===== src/rtl/synth_pkg.sv =====
// Shared types for the synthesizer wave-type controller.
//   wave_t       : waveform selection code driven to the waveform mux
//   ctrl_state_t : wave_type_ctrl sequencing states
//   next_wave    : modulo-4 step through the wave sequence
package synth_pkg;

  typedef enum logic [1:0] {
    WAVE_OFF    = 2'b00,
    WAVE_SQUARE = 2'b01,
    WAVE_SAW    = 2'b10,
    WAVE_TRI    = 2'b11
  } wave_t;

  typedef enum logic {
    CTRL_IDLE    = 1'b0,
    CTRL_PENDING = 1'b1
  } ctrl_state_t;

  // OFF -> SQUARE -> SAW -> TRI -> OFF
  function automatic wave_t next_wave(input wave_t w);
    logic [1:0] v;
    v = w;
    return wave_t'(v + 2'd1);
  endfunction

endpackage


===== src/rtl/wave_type_ctrl_debounce.sv =====
// button_debounce: 2-flop synchronizer, stability counter and rising-edge
// detector for the raw front-panel button.
//   clk, nrst  : clock, asynchronous active-low reset
//   button_in  : raw asynchronous button, active-high
//   level      : debounced button level
//   press      : one-cycle pulse when the debounced level rises
module button_debounce #(
  parameter int unsigned DEBOUNCE_CYCLES = 16
) (
  input  logic clk,
  input  logic nrst,
  input  logic button_in,
  output logic level,
  output logic press
);

  localparam int unsigned CNT_W = $clog2(DEBOUNCE_CYCLES + 1);

  logic             sync_q1;
  logic             sync_q2;
  logic [CNT_W-1:0] cnt_q;

  // Count consecutive samples that disagree with the debounced level; the
  // DEBOUNCE_CYCLES-th disagreeing sample flips the level.
  always_ff @(posedge clk or negedge nrst) begin
    if (!nrst) begin
      sync_q1 <= 1'b0;
      sync_q2 <= 1'b0;
      cnt_q   <= '0;
      level   <= 1'b0;
      press   <= 1'b0;
    end else begin
      sync_q1 <= button_in;
      sync_q2 <= sync_q1;
      press   <= 1'b0;
      if (sync_q2 != level) begin
        if (cnt_q == CNT_W'(DEBOUNCE_CYCLES - 1)) begin
          level <= sync_q2;
          cnt_q <= '0;
          press <= sync_q2;
        end else begin
          cnt_q <= cnt_q + CNT_W'(1);
        end
      end else begin
        cnt_q <= '0;
      end
    end
  end

endmodule


===== src/rtl/wave_type_ctrl.sv =====
// wave_type_ctrl: advances a pending wave type on each debounced button press
// and commits it to the waveform mux at the oscillator phase wrap, or after
// a timeout when the oscillator is idle.
//   clk, nrst   : clock, asynchronous active-low reset
//   button      : raw wave-type button, active-high
//   phase_wrap  : one-cycle strobe at oscillator phase wrap
//   type_switch : committed wave type (wave_t)
//   pending     : a selected type awaits commit
//   switched    : one-cycle pulse after type_switch is (re)committed
module wave_type_ctrl
  import synth_pkg::*;
#(
  parameter int unsigned DEBOUNCE_CYCLES = 16,
  parameter int unsigned TIMEOUT_CYCLES  = 1024
) (
  input  logic  clk,
  input  logic  nrst,
  input  logic  button,
  input  logic  phase_wrap,
  output wave_t type_switch,
  output logic  pending,
  output logic  switched
);

  localparam int unsigned TIMER_W   = $clog2(TIMEOUT_CYCLES);
  localparam int unsigned TIMER_MAX = TIMEOUT_CYCLES - 1;

  logic press;
  logic level_unused;

  button_debounce #(
    .DEBOUNCE_CYCLES(DEBOUNCE_CYCLES)
  ) u_debounce (
    .clk      (clk),
    .nrst     (nrst),
    .button_in(button),
    .level    (level_unused),
    .press    (press)
  );

  ctrl_state_t        state_q, state_d;
  wave_t              target_q, target_d;
  wave_t              type_d;
  logic [TIMER_W-1:0] timer_q, timer_d;
  logic               switched_d;
  wave_t              target_eff;
  logic               commit;

  // State and registered outputs
  always_ff @(posedge clk or negedge nrst) begin
    if (!nrst) begin
      state_q     <= CTRL_IDLE;
      target_q    <= WAVE_OFF;
      timer_q     <= '0;
      type_switch <= WAVE_OFF;
      pending     <= 1'b0;
      switched    <= 1'b0;
    end else begin
      state_q     <= state_d;
      target_q    <= target_d;
      timer_q     <= timer_d;
      type_switch <= type_d;
      pending     <= (state_d == CTRL_PENDING);
      switched    <= switched_d;
    end
  end

  // A press landing on the commit cycle is folded into the committed value.
  assign target_eff = press ? next_wave(target_q) : target_q;
  assign commit     = (state_q == CTRL_PENDING) &&
                      (phase_wrap || (timer_q == TIMER_W'(TIMER_MAX)));

  // Next-state logic
  always_comb begin
    state_d    = state_q;
    target_d   = target_q;
    type_d     = type_switch;
    timer_d    = timer_q;
    switched_d = 1'b0;
    case (state_q)
      CTRL_IDLE: begin
        if (press) begin
          target_d = next_wave(type_switch);
          timer_d  = '0;
          state_d  = CTRL_PENDING;
        end
      end
      CTRL_PENDING: begin
        target_d = target_eff;
        if (commit) begin
          type_d     = target_eff;
          switched_d = 1'b1;
          timer_d    = '0;
          state_d    = CTRL_IDLE;
        end else if (timer_q != TIMER_W'(TIMER_MAX)) begin
          timer_d = timer_q + TIMER_W'(1);
        end
      end
      default: begin
        state_d = CTRL_IDLE;
      end
    endcase
  end

endmodule

===== config.mk =====
export PLATFORM = sky130hd
export DESIGN_NAME = wave_type_ctrl
export DESIGN_NICKNAME = d
export VERILOG_FILES = /design/src/rtl/synth_pkg.sv /design/src/rtl/wave_type_ctrl_debounce.sv /design/src/rtl/wave_type_ctrl.sv
export SDC_FILE = /design/constraint.sdc
export NUM_CORES = 1
export LEC_CHECK = 0
export CAP_MARGIN = 5
export CORE_MARGIN = 2
export CORE_UTILIZATION = 25
export DETAILED_ROUTE_END_ITERATION = 7
export HOLD_SLACK_MARGIN = 0.1
export PLACE_DENSITY = 0.37
export RECOVER_POWER = 25
export SLEW_MARGIN = 20
export SYNTH_ARGS = -nofsm -noshare
export SYNTH_HDL_FRONTEND = slang
export SYNTH_SLANG_ARGS = --single-unit

===== constraint.sdc =====
create_clock -name clk -period 3.2 [get_ports clk]
set_input_delay 0.48 -clock clk [delete_from_list [all_inputs] [get_ports clk]]
set_output_delay 0.48 -clock clk [all_outputs]
set_load 0.05 [all_outputs]

==> flow_metrics.tcl <==
set metrics [dict create \
    syn-instance-count 112 \
    timing.rr.start "timer_q[0]$_DFFE_PN0P_" \
    yosysSeqAreaShare 0.5382 \
    grt-ovfl-total 0 \
    drive_gt1_frac 0.08264 \
    clock_latency_ns 0.27 \
    crit_fanout 10 \
    worst-setup-path-type "reg2out" \
    synth_cell_types 33 \
    vias 865 \
    layout_min_cycle_time_ns 2.148 \
    numCtsBuffers 3 \
    dp_hpwl_um 1609 \
    drtIter0Drc 65 \
    num_rows 24 \
    slowest_delay_ns 0.87 \
    drc 0 \
    fmaxAchievable_mhz 465.5 \
    power_per_cell_area_nw_per_um2 406.6 \
    ios 8 \
    ff_latch_area_um2 625.6 \
    async_flop_share 1.000 \
    yosysMostFrequentCell "dfrtp_1" \
    grt_max_degree 26 \
    path_cells "clkdlybuf4s50_1" \
    tightest_slew_ns 1.376 \
    synth_area_leader_cell "dfrtp_1" \
    min_path_type "reg2reg" \
    cts_resized 0 \
    grt_antenna_before_repair 0 \
    initial_utilization 0.2633 \
    max_cap_violations 0 \
    synth_area_um2 1162 \
    die_h_um 72.19 \
    clock-sinks 25 \
    syn2layout_area_growth_pct 14.42 \
    synth-edff-count 0 \
    start_kind "flop" \
    post_cts_buffers 0 \
    cts_tree "built" \
    synthTopCellsByArea "dfrtp_1 54%, o21ai_0 5.2%, mux2_2 3.9%, nand2_1 3.6%, nand3_1 3.4%" \
    final_area_um2 1330 \
    fin_worst_skew_ns 0.003789 \
    rr_endpoint "type_switch[1]$_DFFE_PN0P_" \
    cp.required_ns 2.72 \
    drt-total-wl_um 2307 \
    rsz0062_at_grt "false" \
    r2r_setup_slack_ns 1.34 \
    min_from "u_debounce.sync_q1$_DFF_PN0_" \
    p_leak_nw 0.5593 \
    routedWlPerCell_um 13.34 \
    avgSynthCellArea_um2 10.38 \
    clk_pin_slew_ns 0.09 \
    end_kind "output port" \
    ir_worst_vdd_v 0.0002214 \
    gp_congestion 0.7115 \
    routed_via_density 5.000 \
    grt_pass1_vias 853 \
    synth_warnings 0 \
    r2r_cells 5 \
    h-tree-depth 1 \
    port_buffers 7 \
    antenna_cells 0 \
    cp_num_buf_inv 1 \
    hold_end "u_debounce.sync_q2$_DFF_PN0_" \
    syn_nets 118 \
    fin_nets 128 \
    grt_usage 0.09944 \
    cts_buffer_depth 2 \
    synth_seq_cells 25 \
    ant_nets 0 \
    slew_viol_final 0 \
    setup_viol 0 \
    coreArea_um2 4414 \
    drt_first_pass_iters 4 \
    slew_headroom 0.08290 \
    finalHoldWorstSlack_ns 0.3581 \
    die_area_um2 5211 \
    grt_pass1_wl_um 4064 \
    die_w_um 72.19 \
    slowest_stage "clkdlybuf4s50_1" \
    ys.flop_type "dfrtp_1" \
    fin_crit_sh 0.6714 \
    finalHoldViolCount 0 \
    worstPathArrival_ns 1.67 \
    status "completed" \
    multi_input_area_um2 501.7 \
    hold_buffers 0 \
    fin_tns_setup_ns 0 \
    hold_depth 0 \
    netlist.area_leader.share 0.5382 \
    synthTopCellsByCount "25 x dfrtp_1, 12 x o21ai_0, 11 x nand2_1, 8 x nand3_1" \
    critical-path-top-delay-family "buffers and inverters" \
    fillerInstances 441 \
    post_dp_cell_area_um2 1285 \
    cts_root_buf "clkbuf_8" \
]
-- per-stage QoR --
step | setup slack [ns] | utilization | power (W) | instances
finish | 1.052 | 0.3013 | 0.0005408 | 173
global route | 1.002 | 0.3013 | 0.0005693 | 173
CTS | 1.067 | 0.3022 | 0.0005503 | 173
detailed placement | 1.247 | 0.2911 | 0.0003538 | 169
global placement | 1.264 | 0.2911 | 0.0003540 | 169
floorplan | 1.496 | - | 0.0003398 | 112
-- routing by layer --
metal / part of all wire / track usage / up-vias
met5: 0 / 0 / -
met4: 0.011 / 0.02516 / 0
met3: 0.033 / 0.02917 / 2
met2: 0.48 / 0.1600 / 7
met1: 0.48 / 0.1313 / 439
li1: - / - / 417
-- registers in the layout (all words and copies together), names as in the netlist --
register	flops
u_debounce.cnt_q	5
u_debounce.sync_q1	1
target_q	2
timer_q	10
switched	1
state_q	1
u_debounce.level	1
type_switch	2
u_debounce.sync_q2	1
u_debounce.press	1
-- final cells by class --
class                           count  share of cell area
Multi-Input combinational cell     80              0.3772
Inverter                            4             0.01129
Clock buffer                        3             0.03104
Tap cell                           52             0.04892
Timing Repair Buffer                8             0.05550
Clock inverter                      1            0.005644
Sequential cell                    25              0.4704
-- how the worst max path moves through the flow --
| stage | start | to | slack (ns) | depth (start not counted) |
|---|---|---|---|---|
| after CTS | state_q$_DFF_PN0_ | pending | 1.07 | 1 |
| after global routing | state_q$_DFF_PN0_ | pending | 1.00 | 1 |
| after floorplan | state_q$_DFF_PN0_ | timer_q[7]$_DFFE_PN0P_ | 1.50 | 5 |
| after global placement | phase_wrap | timer_q[7]$_DFFE_PN0P_ | 1.26 | 5 |
| final | state_q$_DFF_PN0_ | pending | 1.05 | 1 |
| after detailed placement | phase_wrap | timer_q[7]$_DFFE_PN0P_ | 1.25 | 5 |
-- power by group --
| group | switching [W] | internal [W] |
|---|---|---|
| sequential | 0.00000516 | 0.000321 |
| clock | 0.000107 | 0.0000883 |
| combinational | 0.0000112 | 0.00000836 |
| total | 0.000123 | 0.000418 |
-- cell families (layout without fill, tap and decap cells) --
| family | Yosys count | after routing | synth area share |
|---|---|---|---|
| AND/OR/NAND/NOR | 40 | 40 | 0.1744 |
| XOR/XNOR | 6 | 6 | 0.04522 |
| flip-flops | 25 | 25 | 0.5382 |
| AO/OA/AOI/OAI | 27 | 27 | 0.1432 |
| multiplexers | 5 | 5 | 0.04736 |
| buffers and inverters | 7 | 16 | 0.03013 |
| adder cells (fa/ha/maj) | 2 | 2 | 0.02153 |
-- cell usage in the layout, fill, tap and decap left out, types with 3 or more instances in the layout --
cell type        synthesis  routed
xnor2_1                  3       3
mux2_2                   4       4
o21ai_0                 12      12
nand3_1                  8       8
clkbuf_8                 0       3
nor2_1                   7       7
xor2_1                   3       3
inv_1                    4       4
clkdlybuf4s50_1          0       5
nand2_1                 11      11
a21oi_1                  7       7
dfrtp_1                 25      25
(Power assumes the default switching activity.)
